[config.mk]
export PLATFORM = sky130hd
export DESIGN_NAME = alarm_bank
export DESIGN_NICKNAME = d
export VERILOG_FILES = /design/src/rtl/alarm_pkg.sv /design/src/rtl/bcd_time_add.sv /design/src/rtl/alarm_bank.sv
export SDC_FILE = /design/constraint.sdc
export NUM_CORES = 1
export LEC_CHECK = 0
export ABC_AREA = 1
export CORE_MARGIN = 4
export CORE_UTILIZATION = 55
export CTS_BUF_LIST = sky130_fd_sc_hd__clkbuf_4 sky130_fd_sc_hd__clkbuf_8
export DETAILED_ROUTE_END_ITERATION = 8
export GPL_TIMING_DRIVEN = 0
export HOLD_SLACK_MARGIN = 0.08
export PLACE_DENSITY = 0.78
export SLEW_MARGIN = 5
export SYNTH_ARGS = -nofsm -noshare
export SYNTH_HDL_FRONTEND = slang
export SYNTH_SLANG_ARGS = --single-unit
[constraint.sdc]
create_clock -name clk -period 3.5 [get_ports clk]
set_input_delay 0.35 -clock clk [delete_from_list [all_inputs] [get_ports clk]]
set_output_delay 0.35 -clock clk [all_outputs]
set_load 0.05 [all_outputs]
[src/rtl/alarm_pkg.sv]
// ---------------------------------------------------------------------------
// alarm_pkg
// Shared types and constants for the alarm bank.
//   alarm_state_t  : FSM state encoding (SNOOZED only exists when the
//                    ALARM_SNOOZE_EN macro is defined)
//   bcd_time_t     : 16-bit BCD time {H1,H0,M1,M0}
//   MAX_HOUR_BCD / MAX_MIN_BCD : last legal hour / minute in BCD
//   bcd8_to_bin / bin_to_bcd8  : two-digit BCD <-> binary helpers
// ---------------------------------------------------------------------------
package alarm_pkg;

    typedef logic [15:0] bcd_time_t;

    typedef enum logic [1:0] {
        ST_IDLE    = 2'd0,
        ST_RINGING = 2'd1
`ifdef ALARM_SNOOZE_EN
        ,
        ST_SNOOZED = 2'd2
`endif
    } alarm_state_t;

    localparam logic [7:0] MAX_HOUR_BCD = 8'h23;
    localparam logic [7:0] MAX_MIN_BCD  = 8'h59;

    // Two BCD digits (00..99) to binary.
    function automatic logic [6:0] bcd8_to_bin(input logic [7:0] b);
        return ({3'b000, b[7:4]} * 7'd10) + {3'b000, b[3:0]};
    endfunction

    // Binary 0..99 to two BCD digits.
    function automatic logic [7:0] bin_to_bcd8(input logic [6:0] v);
        logic [3:0] tens;
        logic [3:0] ones;
        tens = 4'(v / 7'd10);
        ones = 4'(v % 7'd10);
        return {tens, ones};
    endfunction

endpackage

[src/rtl/bcd_time_add.sv]
// ---------------------------------------------------------------------------
// bcd_time_add
// Combinational BCD clock adder: o_time = i_time + ADD_MIN minutes.
// Minutes wrap 59 -> 00 with a carry into hours; hours wrap 23 -> 00.
// Ports:
//   i_time : input  bcd_time_t  time {H1,H0,M1,M0}
//   o_time : output bcd_time_t  time advanced by ADD_MIN minutes
// Parameter ADD_MIN must be 0..59, so at most one hour carry can occur.
// ---------------------------------------------------------------------------
module bcd_time_add
    import alarm_pkg::*;
#(
    parameter int ADD_MIN = 5
) (
    input  bcd_time_t i_time,
    output bcd_time_t o_time
);

    logic [6:0] w_min_sum;
    logic [6:0] w_hr_sum;

    always_comb begin
        w_min_sum = bcd8_to_bin(i_time[7:0]) + 7'(ADD_MIN);
        w_hr_sum  = bcd8_to_bin(i_time[15:8]);
        if (w_min_sum > bcd8_to_bin(MAX_MIN_BCD)) begin
            w_min_sum = w_min_sum - (bcd8_to_bin(MAX_MIN_BCD) + 7'd1);
            w_hr_sum  = w_hr_sum + 7'd1;
        end
        if (w_hr_sum > bcd8_to_bin(MAX_HOUR_BCD)) begin
            w_hr_sum = w_hr_sum - (bcd8_to_bin(MAX_HOUR_BCD) + 7'd1);
        end
        o_time = {bin_to_bcd8(w_hr_sum), bin_to_bcd8(w_min_sum)};
    end

endmodule

[src/rtl/alarm_bank.sv]
// ---------------------------------------------------------------------------
// alarm_bank
// Bank of NUM_ALARMS alarm slots compared against a BCD wall clock, with a
// ring FSM (IDLE / RINGING, plus SNOOZED when ALARM_SNOOZE_EN is defined).
// Optional feature macro: ALARM_SNOOZE_EN (snooze state, target register and
// BCD adder). Without it, the snooze input is ignored.
// Ports:
//   clk, reset     : clock, synchronous active-high reset
//   secTick        : one-cycle pulse per second, drives the ring timeout
//   curTime        : current BCD time {H1,H0,M1,M0}
//   setTime        : BCD time written by alarmSet
//   alarmSel       : slot index for set/clear/display
//   alarmSet       : store setTime into slot alarmSel and enable it
//   alarmClear     : disable slot alarmSel and zero its time (wins over set)
//   stop, snooze   : ring control (stop wins over snooze)
//   alarm          : high while RINGING
//   alarmId        : slot that last fired
//   dispTime/dispEn: registered view of slot alarmSel (0 for out-of-range)
//   o_dbg_state    : current FSM state encoding
// Handshake: there is no valid/ready flow; every input is a level or pulse
// sampled on the rising clock edge.
// ---------------------------------------------------------------------------
module alarm_bank
    import alarm_pkg::*;
#(
    parameter  int NUM_ALARMS = 4,
    parameter  int RING_SECS  = 60,
    parameter  int SNOOZE_MIN = 5,
    localparam int SELW       = (NUM_ALARMS > 1) ? $clog2(NUM_ALARMS) : 1
) (
    input  logic            clk,
    input  logic            reset,
    input  logic            secTick,
    input  logic [15:0]     curTime,
    input  logic [15:0]     setTime,
    input  logic [SELW-1:0] alarmSel,
    input  logic            alarmSet,
    input  logic            alarmClear,
    input  logic            stop,
    input  logic            snooze,
    output logic            alarm,
    output logic [SELW-1:0] alarmId,
    output logic [15:0]     dispTime,
    output logic            dispEn,
    output logic [1:0]      o_dbg_state
);

    bcd_time_t              r_slot_time [NUM_ALARMS];
    logic [NUM_ALARMS-1:0]  r_slot_en;
    bcd_time_t              r_cur_time;
    alarm_state_t           r_state;
    alarm_state_t           w_state_nxt;
    logic [7:0]             r_ring_cnt;
    logic [7:0]             w_ring_cnt_nxt;
    logic [SELW-1:0]        r_alarm_id;
    logic [SELW-1:0]        w_alarm_id_nxt;
    bcd_time_t              r_disp_time;
    bcd_time_t              w_disp_time_nxt;
    logic                   r_disp_en;
    logic                   w_disp_en_nxt;

    logic                   w_time_changed;
    logic [NUM_ALARMS-1:0]  w_match;
    logic                   w_any_match;
    logic [SELW-1:0]        w_hit_id;

`ifdef ALARM_SNOOZE_EN
    bcd_time_t              r_snz_target;
    bcd_time_t              w_snz_target_nxt;
    bcd_time_t              w_snz_sum;

    bcd_time_add #(
        .ADD_MIN (SNOOZE_MIN)
    ) u_snz_add (
        .i_time (curTime),
        .o_time (w_snz_sum)
    );
`else
    logic                   w_unused_snooze;
    assign w_unused_snooze = snooze;
`endif

    // Matches only count in the cycle where curTime differs from its
    // registered copy, so a held minute fires once.
    assign w_time_changed = (curTime != r_cur_time);

    always_comb begin
        w_hit_id = '0;
        for (int i = 0; i < NUM_ALARMS; i++) begin
            w_match[i] = r_slot_en[i] && (r_slot_time[i] == curTime);
        end
        // Descending scan so the lowest matching index is assigned last.
        for (int i = NUM_ALARMS - 1; i >= 0; i--) begin
            if (w_match[i]) begin
                w_hit_id = i[SELW-1:0];
            end
        end
        w_any_match = w_time_changed && (|w_match);
    end

    // Next-state logic
    always_comb begin
        w_state_nxt    = r_state;
        w_ring_cnt_nxt = r_ring_cnt;
        w_alarm_id_nxt = r_alarm_id;
`ifdef ALARM_SNOOZE_EN
        w_snz_target_nxt = r_snz_target;
`endif
        case (r_state)
            ST_IDLE: begin
                if (w_any_match) begin
                    w_state_nxt    = ST_RINGING;
                    w_ring_cnt_nxt = 8'd0;
                    w_alarm_id_nxt = w_hit_id;
                end
            end
            ST_RINGING: begin
                if (stop) begin
                    w_state_nxt = ST_IDLE;
`ifdef ALARM_SNOOZE_EN
                end else if (snooze) begin
                    w_state_nxt      = ST_SNOOZED;
                    w_snz_target_nxt = w_snz_sum;
`endif
                end else if (secTick) begin
                    if (r_ring_cnt == 8'(RING_SECS - 1)) begin
                        w_state_nxt = ST_IDLE;
                    end else begin
                        w_ring_cnt_nxt = r_ring_cnt + 8'd1;
                    end
                end
            end
`ifdef ALARM_SNOOZE_EN
            ST_SNOOZED: begin
                if (stop) begin
                    w_state_nxt = ST_IDLE;
                end else if (w_any_match) begin
                    w_state_nxt    = ST_RINGING;
                    w_ring_cnt_nxt = 8'd0;
                    w_alarm_id_nxt = w_hit_id;
                end else if (w_time_changed && (curTime == r_snz_target)) begin
                    w_state_nxt    = ST_RINGING;
                    w_ring_cnt_nxt = 8'd0;
                end
            end
`endif
            default: begin
                w_state_nxt = ST_IDLE;
            end
        endcase
    end

    // Display view of the selected slot, forwarding a same-cycle write so
    // the display follows a write with the same one-cycle latency as a
    // select change. Out-of-range selects match no slot and show zero.
    always_comb begin
        w_disp_time_nxt = '0;
        w_disp_en_nxt   = 1'b0;
        for (int i = 0; i < NUM_ALARMS; i++) begin
            if (int'(alarmSel) == i) begin
                if (alarmClear) begin
                    w_disp_time_nxt = '0;
                    w_disp_en_nxt   = 1'b0;
                end else if (alarmSet) begin
                    w_disp_time_nxt = setTime;
                    w_disp_en_nxt   = 1'b1;
                end else begin
                    w_disp_time_nxt = r_slot_time[i];
                    w_disp_en_nxt   = r_slot_en[i];
                end
            end
        end
    end

    always_ff @(posedge clk) begin
        if (reset) begin
            for (int i = 0; i < NUM_ALARMS; i++) begin
                r_slot_time[i] <= '0;
            end
            r_slot_en   <= '0;
            // Loading the live value means no time change is seen right
            // after reset, so nothing fires on the first cycle.
            r_cur_time  <= curTime;
            r_state     <= ST_IDLE;
            r_ring_cnt  <= 8'd0;
            r_alarm_id  <= '0;
            r_disp_time <= '0;
            r_disp_en   <= 1'b0;
`ifdef ALARM_SNOOZE_EN
            r_snz_target <= '0;
`endif
        end else begin
            for (int i = 0; i < NUM_ALARMS; i++) begin
                if (int'(alarmSel) == i) begin
                    if (alarmClear) begin
                        r_slot_time[i] <= '0;
                        r_slot_en[i]   <= 1'b0;
                    end else if (alarmSet) begin
                        r_slot_time[i] <= setTime;
                        r_slot_en[i]   <= 1'b1;
                    end
                end
            end
            r_cur_time  <= curTime;
            r_state     <= w_state_nxt;
            r_ring_cnt  <= w_ring_cnt_nxt;
            r_alarm_id  <= w_alarm_id_nxt;
            r_disp_time <= w_disp_time_nxt;
            r_disp_en   <= w_disp_en_nxt;
`ifdef ALARM_SNOOZE_EN
            r_snz_target <= w_snz_target_nxt;
`endif
        end
    end

    assign alarm       = (r_state == ST_RINGING);
    assign alarmId     = r_alarm_id;
    assign dispTime    = r_disp_time;
    assign dispEn      = r_disp_en;
    assign o_dbg_state = r_state;

endmodule

==> results.yml <==
outcome:
  status: "finished, final reports clean"
route:
  routed_via_density: 5.54
  routed_wl_um: 15500
  num_vias: 5023
  wire_per_inst_um: 17.1
  first_iter_violations: 467
  ant_nets: 0
  drc: 0
  first_pass_iters: 5
worst_setup_path:
  crit_path_start_kind: "input port"
  cp_max_fo: 10
  worst_setup_path_end_kind: "flop"
  worstRegToRegCells: 10
  critical_path_arrival_ns: 3.12
  critical_path_depth: 7
  critical_path.top_delay_family: "buffers and inverters"
  path_cells: "clkdlybuf4s50_1 > clkinv_1 > nand2_1 > inv_1 > clkbuf_1 > a21oi_2 > buf_6"
  critPathSlowestCell: "clkdlybuf4s50_1"
  worst-path-buf-inv: 5
  cp_slowest_stage_delay_ns: 0.62
  required_ns: 3.59
  path_class: "in -> reg"
placed_design:
  port_buffers: 60
  dp_hpwl_um: 11400
  finalWeightedCongestion: 0.991
  dp_slack_ns: 0.221
die:
  dieArea_sq_mm: 0.0118
  die_w_um: 109
  die_h_um: 109
  rows: 36
  coreArea_sq_mm: 0.00982
  start_util_pct: 56.6
  ios: 63
cells_and_area:
  drive_gt1_share_pct: 6.08
  diodes: 0
  fin_nets: 810
  syn_to_final_growth_pct: 18.3
timing:
  post-route-period-util_pct: 86.5
  timing.fmax_ghz: 0.330
  min_period_ns: 3.03
  fin_ws_ns: 0.472
  finalClockSkew_ns: 0.0118
  relSlewSlack_pct: 49.4
  finalSetupViolations: 0
  tightestPinTransition_ns: 0.759
  rsz0062_at_grt: "no"
  hold_viol_final: 0
  setup_tns_ns: 0
  maxSlewViolCount: 0
global_routing:
  antenna_found_initial: 0
  grt_pass1_wl_um: 24300
  grt_usage_pct: 27.7
  grt_start_max_net_pins: 17
  grt.overflow.total: 0
  grt_pass1_vias: 4873
job:
  maxCapViolCount: 0
synth:
  synth_top_family_by_area: "simple AND/OR/NAND/NOR gates"
  ys_seq_elements: 112
  syn_nets: 735
  synth_fa_ha_area_share_pct: 0.225
  avgSynthCellArea_sq_um: 8.02
  netlist_area_sq_mm: 0.00556
  post-synth-top-area-cell: "edfxtp_1"
  synth_xor_area_share_pct: 4.57
  muxShareOfSynthArea_pct: 0
  yosys_warnings: 0
  synth-compound-area-share_pct: 11.1
  synthDominantCellAreaShare_pct: 34.6
  syn_inst: 693
  synth.area.top_cells: "edfxtp_1 (35%), dfxtp_1 (17%), nand2_1 (11%), nor2_1 (9.2%), inv_1 (6.1%)"
  synthSimpleGateAreaFrac_pct: 23.3
  ys_seq_area_share_pct: 51.9
  synth_cell_types: 36
pwr:
  finalPower_w: 0.00274
  ir_drop_v: 0.000246
  p_leak_nw: 2.83
  power_density_mw_per_mm2: 417
cts:
  clk_pin_slew_worst_paths_ns: 0.09
  clock_path_buffers: 2
  post-cts-setup-buffers: 0
  cts_buffers: 9
  hold_buffers: 0
  htreeDepth: 3
  post_cts_resized: 0
  cts-root-buf: "clkbuf_8"
  clock_latency_ns: 0.39
  clock-sinks: 112
  tritoncts: "done"
min_path:
  holdPathStages: 1
  hp-class: "in -> reg"
-- metal layers --
| layer | GRT usage (%) | wire length, um | vias to the layer above |
|---|---|---|---|
| met5 | 0 | 0 | - |
| met1 | 35.8 | 6240 | 2294 |
| li1 | - | - | 2377 |
| met3 | 6.75 | 1690 | 46 |
| met4 | 12.2 | 520 | 0 |
| met2 | 44.1 | 7050 | 306 |
-- synthesized netlist by cell type, drive strengths merged --
cell type	number
clkbuf	11
nand3	18
xor2	6
a31oi	1
edfxtp	64
nor4	1
nor2	136
o21a	2
o221ai	9
or2	1
o31ai	1
clkinv	2
a211o	1
conb	1
xnor2	23
buf	9
o32ai	4
nand2	161
a21boi	2
nor3	7
a22oi	1
o21ai	36
o22ai	20
ha	1
a21oi	25
dfxtp	48
nand4	4
inv	98
-- stage by stage --
step	utilization [%]	area [sq um]	instances	hold WS, ns
6_report	66.9	6570	906	0.439
4_1_cts	66.9	6570	906	0.436
5_1_grt	66.9	6570	906	0.430
3_3_place_gp	64.4	6320	886	0.449
3_5_place_dp	65.1	6390	890	0.481
2_1_floorplan	-	5560	693	0.378
-- sequential cells by signal, indices dropped and copies added (netlist names) --
register,cells
dispEn,1
alarmId,2
r_cur_time,16
o_dbg_state,1
r_ring_cnt,8
r_slot_en,4
dispTime,16
r_slot_time,64
-- where the power goes --
part / internal, W / switching, W
logic: 0.000171 / 0.000283
registers: 0.00148 / 0.0000587
clock network: 0.000319 / 0.000422
-- worst paths after layout --
| kind | startpoint | slack (ns) | end |
|---|---|---|---|
| hold / removal | curTime[12] | 0.44 | r_cur_time[12] |
| setup reg to reg | r_slot_time[2][6] | 1.64 | r_ring_cnt[0] |
| setup / recovery | alarmSet | 0.47 | r_slot_time[2][2] |
| hold reg to reg | alarmId[1] | 0.49 | alarmId[1] |
-- cell families after synthesis --
group,after synthesis
other,1
buffers and inverters,120
adder cells (fa/ha/maj),1
AND/OR/NAND/NOR,328
flip-flops,112
XOR/XNOR,29
AO/OA/AOI/OAI,102
-- layout by cell type (no fill, tap or decap), types with 2 or more instances in the layout --
cell type / synthesis / layout
nand2_1: 158 / 158
nor2_1: 136 / 136
inv_1: 90 / 90
edfxtp_1: 64 / 64
clkdlybuf4s50_1: 0 / 60
dfxtp_1: 48 / 48
o21ai_0: 31 / 31
xnor2_1: 23 / 23
a21oi_1: 25 / 21
o22ai_1: 20 / 20
nand3_1: 17 / 17
clkbuf_1: 11 / 11
clkbuf_8: 0 / 10
o221ai_1: 9 / 9
buf_4: 8 / 8
inv_2: 8 / 8
nor3_1: 7 / 7
xor2_1: 6 / 6
clkbuf_4: 0 / 5
a21oi_2: 0 / 4
o21ai_1: 4 / 4
nand4_1: 4 / 4
o32ai_1: 4 / 4
buf_6: 1 / 3
nand2_2: 2 / 2
a21boi_0: 2 / 2
o21a_1: 2 / 2
buf_8: 0 / 2
-- final cells by class --
| class | instances | area, sq um |
|---|---|---|
| well taps | 133 | 166 |
| fillers | 879 | 3250 |
| flip-flops and latches | 112 | 2880 |
| plain buffers | 20 | 113 |
| inverters | 100 | 380 |
| multi-input cells | 461 | 2200 |
| repair buffers | 64 | 653 |
| clock buffers | 15 | 175 |
| clock inverters | 1 | 5.00 |
No activity file was read; power rests on OpenSTA's default activity.
